`config.mk`:
```
export PLATFORM = sky130hd
export DESIGN_NAME = demux_dispatcher
export DESIGN_NICKNAME = d
export VERILOG_FILES = /design/src/rtl/demux_dispatcher.sv
export SDC_FILE = /design/constraint.sdc
export NUM_CORES = 1
export LEC_CHECK = 0
export BUFFER_PORTS_ARGS = -buffer_cell sky130_fd_sc_hd__buf_2
export CAP_MARGIN = 40
export CORE_UTILIZATION = 57
export DETAILED_ROUTE_END_ITERATION = 6
export GPL_TIMING_DRIVEN = 0
export PLACE_DENSITY = 0.84
export REMOVE_ABC_BUFFERS = 1
export SKIP_CTS_REPAIR_TIMING = 1
export SYNTH_ARGS = -nofsm -noshare
export SYNTH_HDL_FRONTEND = slang
export SYNTH_SLANG_ARGS = --single-unit
```
`constraint.sdc`:
```
create_clock -name clk -period 3.29 [get_ports clk]
set_clock_uncertainty 0.1 [all_clocks]
set_input_delay 0.1645 -clock clk [delete_from_list [all_inputs] [get_ports clk]]
set_output_delay 0.1645 -clock clk [all_outputs]
set_load 0.1 [all_outputs]
```
`src/rtl/demux_dispatcher.sv`:
```
// Round-robin feeder for a 1-to-4 demux: accepts one word at a time, drives it
// on the chosen channel for a programmable number of cycles, and counts words.
module demux_dispatcher #(
    parameter int DW     = 3,
    parameter int HOLD_W = 4,
    parameter int CNT_W  = 8
) (
    input  logic                 clk,
    input  logic                 rst_n,
    input  logic                 in_valid,
    input  logic [DW-1:0]        in_data,
    output logic                 in_ready,
    input  logic [3:0]           ch_en,
    input  logic [HOLD_W-1:0]    hold_cycles,
    input  logic                 clr_cnt,
    output logic [DW-1:0]        dmx_in,
    output logic [1:0]           dmx_sel,
    output logic                 dmx_strobe,
    output logic                 busy,
    output logic [4*CNT_W-1:0]   cnt
);

    // Handshake: a word transfers on a rising edge where in_valid && in_ready.
    // in_ready is high only when idle with at least one channel enabled;
    // while it is low, in_valid and in_data are ignored (no buffering).

    localparam logic [0:0] ST_IDLE  = 1'b0;
    localparam logic [0:0] ST_DRIVE = 1'b1;

    logic [0:0]        state_q,  state_d;
    logic [1:0]        ptr_q,    ptr_d;
    logic [HOLD_W-1:0] hold_q,   hold_d;
    logic [DW-1:0]     data_q,   data_d;
    logic [1:0]        sel_q,    sel_d;
    logic              strobe_q, strobe_d;
    logic [CNT_W-1:0]  cnt_q [4];
    logic [CNT_W-1:0]  cnt_d [4];

    logic              accept;
    logic              done;
    logic [1:0]        pick_ch;
    logic [1:0]        cand;
    logic [HOLD_W-1:0] hold_load;

    assign in_ready  = (state_q == ST_IDLE) && (ch_en != 4'b0000);
    assign accept    = in_valid && in_ready;
    assign hold_load = (hold_cycles == '0) ? HOLD_W'(1) : hold_cycles;
    assign done      = (state_q == ST_DRIVE) && (hold_q <= HOLD_W'(1));

    // Search ptr+1, ptr+2, ptr+3, ptr; descending loop so the nearest wins.
    always_comb begin
        pick_ch = ptr_q;
        cand    = '0;
        for (int k = 4; k >= 1; k--) begin
            cand = ptr_q + 2'(k);
            if (ch_en[cand]) begin
                pick_ch = cand;
            end
        end
    end

    always_comb begin
        state_d  = state_q;
        ptr_d    = ptr_q;
        hold_d   = hold_q;
        data_d   = data_q;
        sel_d    = sel_q;
        strobe_d = strobe_q;
        case (state_q)
            ST_IDLE: begin
                if (accept) begin
                    state_d  = ST_DRIVE;
                    hold_d   = hold_load;
                    data_d   = in_data;
                    sel_d    = pick_ch;
                    strobe_d = 1'b1;
                end
            end
            ST_DRIVE: begin
                if (done) begin
                    state_d  = ST_IDLE;
                    ptr_d    = sel_q;
                    hold_d   = '0;
                    data_d   = '0;
                    strobe_d = 1'b0;
                end else begin
                    hold_d = hold_q - HOLD_W'(1);
                end
            end
            default: begin
                state_d  = ST_IDLE;
                hold_d   = '0;
                data_d   = '0;
                strobe_d = 1'b0;
            end
        endcase
    end

    // Clear takes priority over a completion increment on the same edge.
    always_comb begin
        for (int i = 0; i < 4; i++) begin
            cnt_d[i] = cnt_q[i];
            if (clr_cnt) begin
                cnt_d[i] = '0;
            end else if (done && (sel_q == 2'(i)) && (cnt_q[i] != {CNT_W{1'b1}})) begin
                cnt_d[i] = cnt_q[i] + CNT_W'(1);
            end
        end
    end

    always_ff @(posedge clk) begin
        if (!rst_n) begin
            state_q  <= ST_IDLE;
            ptr_q    <= 2'd3;
            hold_q   <= '0;
            data_q   <= '0;
            sel_q    <= '0;
            strobe_q <= 1'b0;
            for (int i = 0; i < 4; i++) begin
                cnt_q[i] <= '0;
            end
        end else begin
            state_q  <= state_d;
            ptr_q    <= ptr_d;
            hold_q   <= hold_d;
            data_q   <= data_d;
            sel_q    <= sel_d;
            strobe_q <= strobe_d;
            for (int i = 0; i < 4; i++) begin
                cnt_q[i] <= cnt_d[i];
            end
        end
    end

    always_comb begin
        for (int i = 0; i < 4; i++) begin
            cnt[CNT_W*i +: CNT_W] = cnt_q[i];
        end
    end

    assign dmx_in     = data_q;
    assign dmx_sel    = sel_q;
    assign dmx_strobe = strobe_q;
    assign busy       = (state_q == ST_DRIVE);

endmodule

```
Word-level counts from Yosys, hierarchy flattened
Memories as Yosys holds them, arrays and structs flattened.
Index checks and enable logic that the tools add are counted.
Word-level totals
  word-level logic and storage cells: 86
  memories: 1
  input port bits: 15
  bits in registers: 13
  memory bits (writable): 32
  output and inout bits: 40
Memories
  cnt_q: depth 4, width 8, read ports 4, clocked after memory_dff 0, write ports 4, line 36  | logic [CNT_W-1:0] cnt_q [4];
Operators by class
  bitwise operators: 5
  reduce and logical (&&, ||, !) cells: 17
  equal/unequal tests: 9
  add/sub/neg operators: 8
  $lt $le $gt $ge: 4
  mux-type cells: 36
Operators with widths (count)
  8-bit two-way mux: 12
  8-bit by 1-bit adder with 8-bit output (second input constant): 4
  8-bit != test (second input constant): 4
  4-bit two-way mux: 3
  1-bit logical AND: 11
  2-bit by 3-bit less-than comparator with 1-bit output (second input constant): 3
  1-bit two-way mux: 9
  4-bit case mux with 2 select lines: 1
  1-bit binary-select mux with 2-bit select: 3
  2-bit two-way mux: 3
  3-bit two-way mux: 2
  3-bit case mux with 2 select lines: 1
  2-bit AND reduction: 3
  2-bit adder (second input constant): 2
  2-bit == test (second input constant): 2
  4-bit by 1-bit less-or-equal comparator with 1-bit output (second input constant): 1
  4-bit zero test: 1
  1-bit OR: 4
  1-bit case mux with 2 select lines: 2
  4-bit nonzero test: 1
  4-bit by 1-bit subtractor with 4-bit output (second input constant): 1
  2-bit by 1-bit adder with 2-bit output (second input constant): 1
  2-bit by 1-bit == test with 1-bit output (second input constant): 1
  2-bit zero test: 1
  3 further kinds: 3

Logic depth before layout (Yosys ltp)
  depth in word-level cells: 7
  depth in mapped cells: 7

Least setup slack after synthesis
Ideal clock, no wire load.
  path type: reg-to-output
  from: register state_q (netlist: busy)
  to: output in_ready
  cell stages (with the launch flop): 3
  setup slack: 0.561 ns
  arrival: 2.464 ns
  cell sequence: dfxtp_1 > clkbuf_1 > a21oi_1
On the way
  cells in the longest elaborated chain, start to end: 2
Ends and longest elaborated chain
  from (decl): line 30  | logic [0:0] state_q, state_d;
  from (signal assigned): line 123  | state_q <= state_d;
  1-bit inverter (no line)
  1-bit logical AND: line 45  | assign in_ready = (state_q == ST_IDLE) && (ch_en != 4'b0000);
  to (decl): line 12  | output logic in_ready,
Every way passes these cells.

==> results.json <==
{
  "r2r_slack_ns": 0.97,
  "syn_inst": 278,
  "yosys-mux-area-fraction_pct": 1.74,
  "core_area_mm2": 0.00377,
  "insertion_delay_ns": 0.30,
  "yosysMostFrequentCell": "dfxtp_1",
  "clkSlewWorstSetupHoldPaths_ns": 0.09,
  "critPathRequiredTime_ns": 3.43,
  "port_buffers": 54,
  "ioPinCount": 55,
  "period_needed_ns": 2.32,
  "cts_tree": "built",
  "yosys_warnings": 0,
  "rr_worst_depth": 4,
  "viasPerCell": 6.15,
  "num_vias": 2331,
  "place_congestion": 0.794,
  "grt_max_degree": 20,
  "yosys_register_bits": 45,
  "synthSimpleGateAreaFrac_pct": 28.5,
  "clkSinkCount": 45,
  "max_cap_viol_count": 0,
  "wl_per_cell_um": 13.4,
  "hpwlAfterDp_mm": 3.58,
  "wirelength_mm": 5.06,
  "synth_top_area_share_pct": 39.1,
  "synthFlopType": "dfxtp_1",
  "synth_compound_area_share_pct": 23.8,
  "drc_errors": 0,
  "max_freq_mhz": 432,
  "hold_viol_final": 0,
  "synth_top_family_by_area": "simple AND/OR/NAND/NOR gates",
  "nets": 351,
  "synth_edf_count": 0,
  "grt_pass1_vias": 2009,
  "startpoint": "busy",
  "die_x_um": 65.6,
  "setup_tns_ns": 0,
  "powerDensity_mw_per_mm2": 439,
  "endpoint": "cnt_q[1][5]",
  "drtPass1Iterations": 6,
  "r2r-start": "busy",
  "netlist_top_cells_area": "dfxtp_1 (39%), a21oi_1 (7.6%), or4_1 (4.9%)",
  "crit_fanout": 16,
  "ys_types": 42,
  "synthAdderAreaFrac_pct": 3.26,
  "peakVddDrop_mv": 0.363,
  "dieArea_mm2": 0.00430,
  "synthArstFlopShare_pct": 0,
  "grt_overflow_total": 0,
  "start_util_pct": 61.1,
  "cp-start-kind": "flop",
  "end_kind": "flop",
  "track_usage_pct": 26.3,
  "synth_common_cells": "dfxtp_1 (45), a21oi_1 (35), nand3_1 (20)",
  "arrival_ns": 2.45,
  "status": "completed",
  "worstMarginPinSlew_ns": 0.739,
  "synth.avg_cell_area_um2": 8.29,
  "area_delta_synth_final_pct": 19.2,
  "path_cells": "nor2b_1, nand4_1, or4_1, a21oi_1",
  "die_h_um": 65.6,
  "leakagePower_nw": 1.03,
  "min_period_over_period_pct": 70.4,
  "grt_pass1_wl_mm": 8.87,
  "finalSetupViolCount": 0,
  "rsz0062_at_grt": "false",
  "ys_seq_area_share_pct": 39.1,
  "htreeDepth": 2,
  "slew_headroom_pct": 50.1,
  "rows": 22,
  "path_class": "flop to flop",
  "max_stage_delay_ns": 0.65,
  "slew_viol_final": 0,
  "hp-class": "input pin to flop",
  "first_iter_violations": 190,
  "clockBufferDepth": 2,
  "yosysTopAreaCell": "dfxtp_1",
  "r2r_end": "cnt_q[1][5]",
  "hold_slack_ns": 0.000669,
  "cts_buffers": 5,
  "ant_nets": 0,
  "layout-drive-gt1-share_pct": 21.8,
  "cts_root_buf": "clkbuf_8",
  "synth_xor_area_share_pct": 0.380,
  "synth_area_mm2": 0.00231,
  "num_antenna_cells": 0,
  "antenna_found_initial": 0,
  "worst_path_max_delay_cell": "or4_1"
}
==> cell families (layout without fill, tap and decap cells) <==
logic type	Yosys count	count (layout)
compound gates	86	86
xor+xnor	1	1
simple gates	117	117
flops	45	45
fa+ha+maj	6	6
buf+inv	19	72
mux	4	4
==> layout by cell type, fill, tap and decap left out, types with 13 or more instances in the layout <==
master / count
nand3_1: 20
buf_2: 54
or4_1: 15
nand2_1: 18
dfxtp_1: 45
o31ai_1: 13
o21ai_0: 14
nor2_1: 16
a21oi_1: 35
==> worst max-delay path: cells and delay by family, from the launching register on <==
kind	cells	cell delay, ns
simple gates	3	1.39
flops	1	0.61
compound gates	1	0.15
==> cell type report <==
cell class | count | area [um2]
Clock buffer | 6 | 82.6
Clock inverter | 2 | 37.5
Fill cell | 303 | 1020
Inverter | 8 | 30.0
Multi-Input combinational cell | 214 | 1330
Sequential cell | 45 | 901
Tap cell | 48 | 60.1
Timing Repair Buffer | 56 | 308
==> power breakdown <==
part	leakage (nW)	total (mW)	switching, mW	internal (mW)
clock network	0.0574	0.437	0.190	0.247
registers	0.365	0.580	0.0206	0.560
logic	0.603	0.190	0.136	0.0542
total	1.03	1.21	0.346	0.861
==> through the flow <==
stage	cell area [um2]	instances	power, mW	utilization [%]	worst slack, ns
floorplan	2260	267	0.734	-	0.591
global placement	2590	369	0.774	68.7	1.03
detailed placement	2620	370	0.781	69.4	1.01
CTS	2740	378	1.21	72.6	0.989
global route	2750	379	1.26	72.9	0.731
finish	2750	379	1.21	72.9	0.974
==> how the worst min path moves through the flow <==
stage | startpoint | end | slack (ns) | cells past startpoint
CTS | in_data[0] | dmx_in[0] | -0.004 | 3
floorplan | rst_n | ptr_q[0] | 0.13 | 1
detailed placement | rst_n | ptr_q[0] | 0.32 | 2
finish | in_data[0] | dmx_in[0] | 0.0007 | 3
global route | rst_n | ptr_q[0] | 0.01 | 2
global placement | rst_n | ptr_q[1] | 0.31 | 2
==> sequential cells by signal (all words and copies together) (netlist names) <==
| register | flops |
|---|---|
| ptr_q | 2 |
| dmx_in | 3 |
| cnt_q | 32 |
| dmx_strobe | 1 |
| hold_q | 4 |
| busy | 1 |
| dmx_sel | 2 |
==> routing by layer <==
metal / track usage, % / part of all wire (%) / routed length, um
met5: 0 / 0 / 0
met4: 7.34 / 0.87 / 44
met3: 6.08 / 4.3 / 217
met2: 45.2 / 49 / 2470
met1: 32.4 / 46 / 2330
(Power assumes the default switching activity.)
